`config.mk`:
```
export PLATFORM = sky130hd
export DESIGN_NAME = x_top_rv32i_param
export DESIGN_NICKNAME = d
export VERILOG_FILES = /design/src/rtl/x_top_rv32i_param.sv
export SDC_FILE = /design/constraint.sdc
export NUM_CORES = 2
export LEC_CHECK = 0
export BUFFER_PORTS_ARGS = -buffer_cell sky130_fd_sc_hd__buf_2
export CORE_MARGIN = 5
export CORE_UTILIZATION = 62
export DETAILED_ROUTE_END_ITERATION = 8
export GPL_TIMING_DRIVEN = 0
export PLACE_DENSITY = 0.9
export SLEW_MARGIN = 20
export SYNTH_ARGS = -nofsm -noshare
export SYNTH_HDL_FRONTEND = slang
export SYNTH_SLANG_ARGS = --single-unit
```
`constraint.sdc`:
```
create_clock -name i_clk -period 10.4 [get_ports i_clk]
set_input_delay 1.56 -clock i_clk [delete_from_list [all_inputs] [get_ports i_clk]]
set_output_delay 1.56 -clock i_clk [all_outputs]
set_load 0.01 [all_outputs]
```
`src/rtl/x_top_rv32i_param.sv`:
```
// Multi-cycle RV32I/RV32E integer core on a single valid/accept memory port.
// Illegal or misaligned operations park the core in HALT until reset.
module x_top_rv32i_param #(
  parameter logic [31:0] RESET_PC        = 32'h0000_0000,
  parameter int unsigned NUM_REGS        = 32,
  parameter bit          HALT_ON_ILLEGAL = 1'b1
) (
  input  logic        i_clk,
  input  logic        i_nrst,
  input  logic [31:0] i_data,
  input  logic        i_accept,
  output logic        o_valid,
  output logic        o_rnw,
  output logic [31:0] o_addr,
  output logic [31:0] o_data,
  output logic [3:0]  o_strb,
  output logic        o_halt
);
  localparam int RW = $clog2(NUM_REGS);

  typedef enum logic [2:0] {
    FETCH, DECODE, EXECUTE, MEM, HALT
  } state_t;

  state_t      state;
  logic [31:0] pc_q, ir_q, a_q, b_q, ea_q, wd_q;
  logic [3:0]  strb_q;
  logic        ill_q;
  logic [31:0] regs [NUM_REGS];

  logic [6:0] op, f7;
  logic [2:0] f3;
  logic [4:0] rd, rs1, rs2;
  assign op  = ir_q[6:0];
  assign rd  = ir_q[11:7];
  assign f3  = ir_q[14:12];
  assign rs1 = ir_q[19:15];
  assign rs2 = ir_q[24:20];
  assign f7  = ir_q[31:25];

  logic [31:0] imm_i, imm_s, imm_b, imm_u, imm_j;
  assign imm_i = {{20{ir_q[31]}}, ir_q[31:20]};
  assign imm_s = {{20{ir_q[31]}}, ir_q[31:25], ir_q[11:7]};
  assign imm_b = {{19{ir_q[31]}}, ir_q[31], ir_q[7],
                  ir_q[30:25], ir_q[11:8], 1'b0};
  assign imm_u = {ir_q[31:12], 12'd0};
  assign imm_j = {{11{ir_q[31]}}, ir_q[31], ir_q[19:12],
                  ir_q[20], ir_q[30:21], 1'b0};

  logic is_lui, is_auipc, is_jal, is_jalr, is_br;
  logic is_ld, is_st, is_opi, is_op, is_fence;
  assign is_lui   = op == 7'b0110111;
  assign is_auipc = op == 7'b0010111;
  assign is_jal   = op == 7'b1101111;
  assign is_jalr  = op == 7'b1100111;
  assign is_br    = op == 7'b1100011;
  assign is_ld    = op == 7'b0000011;
  assign is_st    = op == 7'b0100011;
  assign is_opi   = op == 7'b0010011;
  assign is_op    = op == 7'b0110011;
  assign is_fence = op == 7'b0001111;

  logic [31:0] ra, rb;
  assign ra = (rs1 == 5'd0) ? '0 : regs[rs1[RW-1:0]];
  assign rb = (rs2 == 5'd0) ? '0 : regs[rs2[RW-1:0]];

  // Opcode/funct legality plus the register fields each format uses
  logic ok, use_d, use_1, use_2, legal;
  always_comb begin
    ok    = 1'b0;
    use_d = 1'b0;
    use_1 = 1'b0;
    use_2 = 1'b0;
    unique case (1'b1)
      is_lui, is_auipc, is_jal: begin
        ok    = 1'b1;
        use_d = 1'b1;
      end
      is_jalr: begin
        ok    = f3 == 3'd0;
        use_d = 1'b1;
        use_1 = 1'b1;
      end
      is_br: begin
        ok    = f3[2:1] != 2'b01;
        use_1 = 1'b1;
        use_2 = 1'b1;
      end
      is_ld: begin
        ok    = f3 != 3'd3 && f3 < 3'd6;
        use_d = 1'b1;
        use_1 = 1'b1;
      end
      is_st: begin
        ok    = f3 < 3'd3;
        use_1 = 1'b1;
        use_2 = 1'b1;
      end
      is_opi: begin
        ok = (f3 == 3'd1) ? f7 == 7'h00 :
             (f3 == 3'd5) ? (f7 == 7'h00 || f7 == 7'h20) : 1'b1;
        use_d = 1'b1;
        use_1 = 1'b1;
      end
      is_op: begin
        ok = f7 == 7'h00 ||
             (f7 == 7'h20 && (f3 == 3'd0 || f3 == 3'd5));
        use_d = 1'b1;
        use_1 = 1'b1;
        use_2 = 1'b1;
      end
      is_fence: ok = f3 == 3'd0;
      default:  ok = 1'b0;
    endcase
  end

  assign legal = ok
    && (!use_d || 32'(rd)  < NUM_REGS)
    && (!use_1 || 32'(rs1) < NUM_REGS)
    && (!use_2 || 32'(rs2) < NUM_REGS);

  logic [31:0] ea_d, wd_d, mask_d;
  logic [3:0]  strb_d;
  logic        mis;
  assign ea_d = ra + (is_st ? imm_s : imm_i);
  assign mis  = (f3[1:0] == 2'b01 && ea_d[0]) ||
                (f3[1:0] == 2'b10 && ea_d[1:0] != 2'b00);
  always_comb begin
    unique case (f3[1:0])
      2'b00: begin
        strb_d = 4'b0001 << ea_d[1:0];
        wd_d   = {4{rb[7:0]}};
      end
      2'b01: begin
        strb_d = 4'b0011 << ea_d[1:0];
        wd_d   = {2{rb[15:0]}};
      end
      default: begin
        strb_d = 4'hF;
        wd_d   = rb;
      end
    endcase
  end
  assign mask_d = {{8{strb_d[3]}}, {8{strb_d[2]}},
                   {8{strb_d[1]}}, {8{strb_d[0]}}};

  logic [31:0] opb, alu, sra;
  logic [4:0]  sh;
  assign opb = is_op ? b_q : imm_i;
  assign sh  = opb[4:0];
  assign sra = $signed(a_q) >>> sh;
  always_comb begin
    unique case (f3)
      3'd0:    alu = (is_op && f7[5]) ? a_q - opb : a_q + opb;
      3'd1:    alu = a_q << sh;
      3'd2:    alu = {31'd0, $signed(a_q) < $signed(opb)};
      3'd3:    alu = {31'd0, a_q < opb};
      3'd4:    alu = a_q ^ opb;
      3'd5:    alu = f7[5] ? sra : a_q >> sh;
      3'd6:    alu = a_q | opb;
      default: alu = a_q & opb;
    endcase
  end

  logic take;
  always_comb begin
    unique case (f3)
      3'd0:    take = a_q == b_q;
      3'd1:    take = a_q != b_q;
      3'd4:    take = $signed(a_q) < $signed(b_q);
      3'd5:    take = $signed(a_q) >= $signed(b_q);
      3'd6:    take = a_q < b_q;
      3'd7:    take = a_q >= b_q;
      default: take = 1'b0;
    endcase
  end

  logic [31:0] nxt_pc, wb_val;
  logic        wb_en;
  always_comb begin
    nxt_pc = pc_q + 32'd4;
    wb_en  = 1'b0;
    wb_val = alu;
    if (!ill_q) begin
      unique case (1'b1)
        is_lui: begin
          wb_en  = 1'b1;
          wb_val = imm_u;
        end
        is_auipc: begin
          wb_en  = 1'b1;
          wb_val = pc_q + imm_u;
        end
        is_jal: begin
          wb_en  = 1'b1;
          wb_val = pc_q + 32'd4;
          nxt_pc = pc_q + imm_j;
        end
        is_jalr: begin
          wb_en  = 1'b1;
          wb_val = pc_q + 32'd4;
          nxt_pc = (a_q + imm_i) & ~32'd1;
        end
        is_br:         if (take) nxt_pc = pc_q + imm_b;
        is_opi, is_op: wb_en = 1'b1;
        default: ;
      endcase
    end
  end

  logic [31:0] lane, ld_val;
  assign lane = i_data >> {ea_q[1:0], 3'b000};
  always_comb begin
    unique case (f3)
      3'd0:    ld_val = {{24{lane[7]}}, lane[7:0]};
      3'd1:    ld_val = {{16{lane[15]}}, lane[15:0]};
      3'd4:    ld_val = {24'd0, lane[7:0]};
      3'd5:    ld_val = {16'd0, lane[15:0]};
      default: ld_val = lane;
    endcase
  end

  always_ff @(posedge i_clk or negedge i_nrst) begin
    if (!i_nrst) begin
      state  <= FETCH;
      pc_q   <= RESET_PC;
      ir_q   <= '0;
      a_q    <= '0;
      b_q    <= '0;
      ea_q   <= '0;
      wd_q   <= '0;
      strb_q <= 4'hF;
      ill_q  <= 1'b0;
      for (int i = 0; i < NUM_REGS; i++) regs[i] <= '0;
    end else begin
      unique case (state)
        FETCH: if (i_accept) begin
          ir_q  <= i_data;
          state <= DECODE;
        end
        DECODE: begin
          a_q    <= ra;
          b_q    <= rb;
          ea_q   <= ea_d;
          strb_q <= strb_d;
          wd_q   <= wd_d & mask_d;
          ill_q  <= !legal;
          if (!legal) begin
            if (HALT_ON_ILLEGAL) state <= HALT;
            else                 state <= EXECUTE;
          end else if (is_ld || is_st) begin
            if (mis) state <= HALT;
            else     state <= MEM;
          end else begin
            state <= EXECUTE;
          end
        end
        EXECUTE: begin
          // A target with bit 1 set halts before any architectural update
          if (nxt_pc[1]) begin
            state <= HALT;
          end else begin
            pc_q  <= nxt_pc;
            state <= FETCH;
            if (wb_en && rd != 5'd0) regs[rd[RW-1:0]] <= wb_val;
          end
        end
        MEM: if (i_accept) begin
          pc_q  <= pc_q + 32'd4;
          state <= FETCH;
          if (is_ld && rd != 5'd0) regs[rd[RW-1:0]] <= ld_val;
        end
        HALT: ;
        default: state <= HALT;
      endcase
    end
  end

  assign o_valid = state == FETCH || state == MEM;
  assign o_rnw   = (state == MEM) ? is_ld : 1'b1;
  assign o_addr  = (state == MEM) ? {ea_q[31:2], 2'b00} : pc_q;
  assign o_strb  = (state == MEM) ? strb_q : 4'hF;
  assign o_data  = (state == MEM && is_st) ? wd_q : '0;
  assign o_halt  = state == HALT;

endmodule

```
==> metrics.md, run 1 <==
| Metric | Value |
|---|---|
| Post-CTS Resized | `0` |
| FFs w/ async S/R, synth | `100%` |
| H-tree depth | `4` |
| Placer Congestion | `1.30` |
| Top post-synthesis cells by count | `a21oi_1, dfrtp_1, nand2_1` |
| First-pass GRT wire length | `809000 microns` |
| # IOs | `106` |
| Yosys reg bits | `1222` |
| Cell Area, Synth | `87700 sq um` |
| Clk root buf | `clkbuf_16` |
| Top cells by area, synth | `dfrtp_1, mux4_2, a21oi_1` |
| Vias in the first global route | `103647` |
| Synthesis Warnings | `0` |
| Setup bufs post-CTS | `0` |
| Fail Step | `5_1_grt` |
| Mapped Avg Cell Area | `9.00 sq um` |
| Main synth FF type | `dfrtp_1` |
| Die Ht | `386 microns` |
| Dpl ws | `2.60 ns` |
| PortBufs | `103` |
| Most frequent cell after synthesis | `a21oi_1` |
| Sequential share of the synthesized area | `34.9%` |
| Cell total after placement | `11789` |
| TritonCTS Sinks | `1222` |
| TritonCTS Buffers | `137` |
| Hold Buf Count CTS | `0` |
| Run-stopping error | `[ERROR GRT-0116] Global routing finished with congestion. Check the congestion regions in the DRC Viewer.` |
| Post-DP HPWL | `380000 microns` |
| Tot GR Track Use | `75.6%` |
| FP Rows | `138` |
| Count of different cell masters after synthesis | `109` |
| Syn Inst Count | `9747` |
| Largest net degree at the start of global routing | `133` |
| Number of synthesized flops with an enable pin | `0` |
| Starting density of the core | `62.2%` |
| Total grt overflow | `378` |
| Top cell type's share of synthesized area | `34.8%` |
| Cell taking the most area after synthesis | `dfrtp_1` |
| Clock Path Buffers | `3` |
| Horiz. Die Dim | `386 microns` |
| Status | `stopped before the end` |
## kinds of logic after synthesis
kind of cell,synth area share [%]
fa+ha+maj,3.61
simple gates,14.7
flops,34.9
other cells,0.00428
compound gates,22.5
xor+xnor,1.60
mux,17.5
buf+inv,5.15
## routing by layer
| layer | track usage, % | overflow |
|---|---|---|
| met1 | 76.0 | 13 |
| met2 | 88.8 | 187 |
| met3 | 64.2 | 19 |
| met4 | 72.2 | 155 |
| met5 | 39.9 | 4 |
## metrics by stage
step,hold slack [ns],cell area (sq um),util (%)
3_5_place_dp,0.446,91900,65.1
4_1_cts,0.456,96800,68.6
2_1_floorplan,0.436,87700,-
3_3_place_gp,0.448,90600,64.2
==> inputs of run 2 (changes only) <==
--- a/config.mk
+++ b/config.mk
@@ -7,10 +7,10 @@
 export LEC_CHECK = 0
 export BUFFER_PORTS_ARGS = -buffer_cell sky130_fd_sc_hd__buf_2
 export CORE_MARGIN = 5
-export CORE_UTILIZATION = 62
+export CORE_UTILIZATION = 40
 export DETAILED_ROUTE_END_ITERATION = 8
 export GPL_TIMING_DRIVEN = 0
-export PLACE_DENSITY = 0.9
+export PLACE_DENSITY_LB_ADDON = 0.15
 export SLEW_MARGIN = 20
 export SYNTH_ARGS = -nofsm -noshare
 export SYNTH_HDL_FRONTEND = slang
==> run 2 against run 1 <==
  * The flow now finishes, with violations (design-rule violations)
  * Synthesized cell count is the same
  * Synthesized area is the same
==> metrics.md, run 2 <==
| Metric | Value |
|---|---|
| Status | `finished with violations (was stopped before the end)` |
| Failing checks | `design-rule violations` |
| Post-synthesis compound-gate area fraction | `22.5% (unchanged)` |
| Most frequent cell after synthesis | `a21oi_1 (unchanged)` |
| TritonCTS Sinks | `1222 (unchanged)` |
| Layout fillers | `21422` |
| Max Clock Skew | `0.0607 ns` |
| Adder-cell share of the synthesized area | `3.61% (unchanged)` |
| Most common cell after layout, fill and taps aside | `a21oi_1` |
| Slew HR | `8.16%` |
| Synth Area in XOR/XNOR | `1.60% (unchanged)` |
| Synth Area in Simple Gates | `14.7% (unchanged)` |
| Tot GR Track Use | `51.0%` |
| Largest family of logic cells by synthesized area | `compound AO/OA/AOI/OAI gates (unchanged)` |
| Cell Area, Synth | `87700 sq um (unchanged)` |
| Hold Buf Count CTS | `0 (unchanged)` |
| Via count | `95049` |
| Syn Inst Count | `9747 (unchanged)` |
| Tmin final | `8.75 ns` |
| WS Path Type | `reg -> reg` |
| Commonest cells after routing, fill and taps aside | `a21oi_1, dfrtp_1, nand2_1` |
| H-tree depth | `4 (unchanged)` |
| Yosys reg bits | `1222 (unchanged)` |
| DRT iter0 DRCs | `15228` |
| Sequential share of the synthesized area | `34.9% (unchanged)` |
| Routed vias/inst | `7.26` |
| Hold slack | `0.459 ns` |
| Setup slack after layout | `1.65 ns` |
| Worst skew pair latency | `0.89 ns` |
| Setup crit end kind | `register` |
| DRT Wirelength | `603000 microns` |
| Die Ht | `478 microns (was 386 microns)` |
| Fin. max-slew vios | `0` |
| PwrDens | `309 nW/um^2` |
| Clock Path Buffers | `3 (unchanged)` |
| Unrepaired setup endpoints after global routing | `no` |
| Horiz. Die Dim | `478 microns (was 386 microns)` |
| Largest net degree at the start of global routing | `135` |
| Top cell type's share of synthesized area | `34.8% (unchanged)` |
| Post-CTS Resized | `0 (unchanged)` |
| Worst-path fanout max | `10` |
| Startpoint Class | `register` |
| Top cells by area, synth | `dfrtp_1, mux4_2, a21oi_1 (unchanged)` |
| FFs w/ async S/R, synth | `100% (unchanged)` |
| Post-DP HPWL | `465000 microns (was 380000 microns)` |
| Achievable Freq | `114 MHz` |
| Drt pass-1 iters | `9` |
| Slew @ Worst Pin | `1.38 ns` |
| Required time of the critical path | `11.11 ns` |
| Setup bufs post-CTS | `0 (unchanged)` |
| Synthesis Warnings | `0 (unchanged)` |
| Period utilization | `84.1%` |
| Reg clk slew, reported paths | `0.06 ns` |
| PortBufs | `103 (unchanged)` |
| Dpl ws | `2.13 ns (was 2.60 ns)` |
| Starting density of the core | `40.3% (was 62.2%)` |
| Initial antenna violation count | `65` |
| Multiplexer share of the synthesized area | `17.5% (unchanged)` |
| Vias in the first global route | `89353` |
| FP Rows | `171 (was 138)` |
| Worst Hold Class | `reg -> reg` |
| Post-route setup TNS | `0 ns` |
| First-pass GRT wire length | `793000 microns` |
| CTS tree | `done` |
| Max-cap violations | `0` |
| Layout overhead on the synthesized area | `13.2%` |
| Count of different cell masters after synthesis | `109 (unchanged)` |
| Share of cells above drive strength 1 | `15.6%` |
| Wirelength per Cell | `46.0 microns` |
| Cell taking the most area after synthesis | `dfrtp_1 (unchanged)` |
| Max FFs per register | `1024` |
| Number of synthesized flops with an enable pin | `0 (unchanged)` |
| Mapped Avg Cell Area | `9.00 sq um (unchanged)` |
| Nets | `10385` |
| Clk root buf | `clkbuf_16 (unchanged)` |
| Post-DRT Antenna Nets | `0` |
| Most flop-heavy register | `regs` |
| Pleak | `40.4 nW` |
| Total grt overflow | `0` |
| # IOs | `106 (unchanged)` |
| Worst VDD drop | `0.000300 V` |
| Placer Congestion | `1.13 (was 1.30)` |
| Main synth FF type | `dfrtp_1 (unchanged)` |
| Final hold vios | `0` |
| Final setup viols | `0` |
| DR DRC count | `6` |
| Die area | `229000 sq um` |
| TritonCTS Buffers | `145 (was 137)` |
| CP arrival | `9.46 ns` |
| Top post-synthesis cells by count | `a21oi_1, dfrtp_1, nand2_1 (unchanged)` |
| Core footprint | `218000 sq um` |
## run 2: cell counts after synthesis
Identical to the previous run, type by type.
## run 2: final cells by class
cell class              instances  area (sq um)  share of cell area (%)
diodes                         37          92.6                  0.0933
flip-flops and latches       1222         30600                    30.8
clock buffers                 213          4230                    4.26
clock inverters                43           493                   0.497
multi-input cells            7417         53300                    53.7
repair buffers                205          2260                    2.28
inverters                     160           601                   0.605
well taps                    2854          3570                    3.60
plain buffers                 949          4130                    4.16
## run 2: layer usage
metal	vias up	GRT usage, %	wire length (microns)
li1	36893	-	-
met4	40	52.1	80300
met1	47275	56.6	198000
met2	8131	72.0	244000
met3	2710	20.6	79800
met5	-	0.462	479
## run 2: worst max-delay path: stages (launching register included)
cell and delay [ns]:
dfrtp_1 0.66, clkbuf_1 0.98, a21oi_1 0.33, inv_2 0.26, buf_2 0.34, buf_2 0.34
buf_2 0.39, buf_2 0.38, buf_2 0.33, ha_1 0.36, a211oi_1 0.13, nor3_1 0.52
o2111ai_1 0.32, and3_1 0.23, o21a_1 0.20, o21bai_1 0.17, a22oi_1 0.13, xnor2_1 0.27
a211oi_4 0.72, buf_6 0.30, clkbuf_1 0.89, o21ai_0 0.26
## run 2: through the flow
step           cell area (sq um)  instances  util [%]  total power [mW]
6_report                   99300      13100      45.6              30.7
5_1_grt                    99200      13066      45.6              30.6
4_1_cts                    99000      13058      45.5              29.2
3_5_place_dp               94300      12802      43.3              24.0
3_3_place_gp               91800      12705      42.2              23.2
2_1_floorplan              87700       9748         -              14.3
## run 2: final timing paths
check,cells past startpoint,end,slack (ns),from
worst max-delay path,21,regs[470],1.65,ir_q[23]
min in group asynchronous,1,regs[655],0.56,i_nrst
worst min-delay path,2,strb_q[0],0.46,strb_q[0]
worst min register to register,2,strb_q[0],0.46,strb_q[0]
max in group asynchronous,4,pc_q[7],7.48,i_nrst
worst max register to register,21,regs[470],1.65,ir_q[23]
## run 2: cells by family after synthesis
| group | count (synthesis) |
|---|---|
| AO/OA/AOI/OAI | 3295 |
| AND/OR/NAND/NOR | 2892 |
| flip-flops | 1222 |
| buffers and inverters | 1109 |
| multiplexers | 818 |
| adder cells (fa/ha/maj) | 250 |
| XOR/XNOR | 160 |
| other | 1 |
## run 2: power by group
group,internal (mW),switching (mW),total (mW)
combinational,4.92,14.6,19.5
sequential,4.99,0.926,5.91
clock,2.91,2.37,5.29
(Power assumes the default switching activity.)
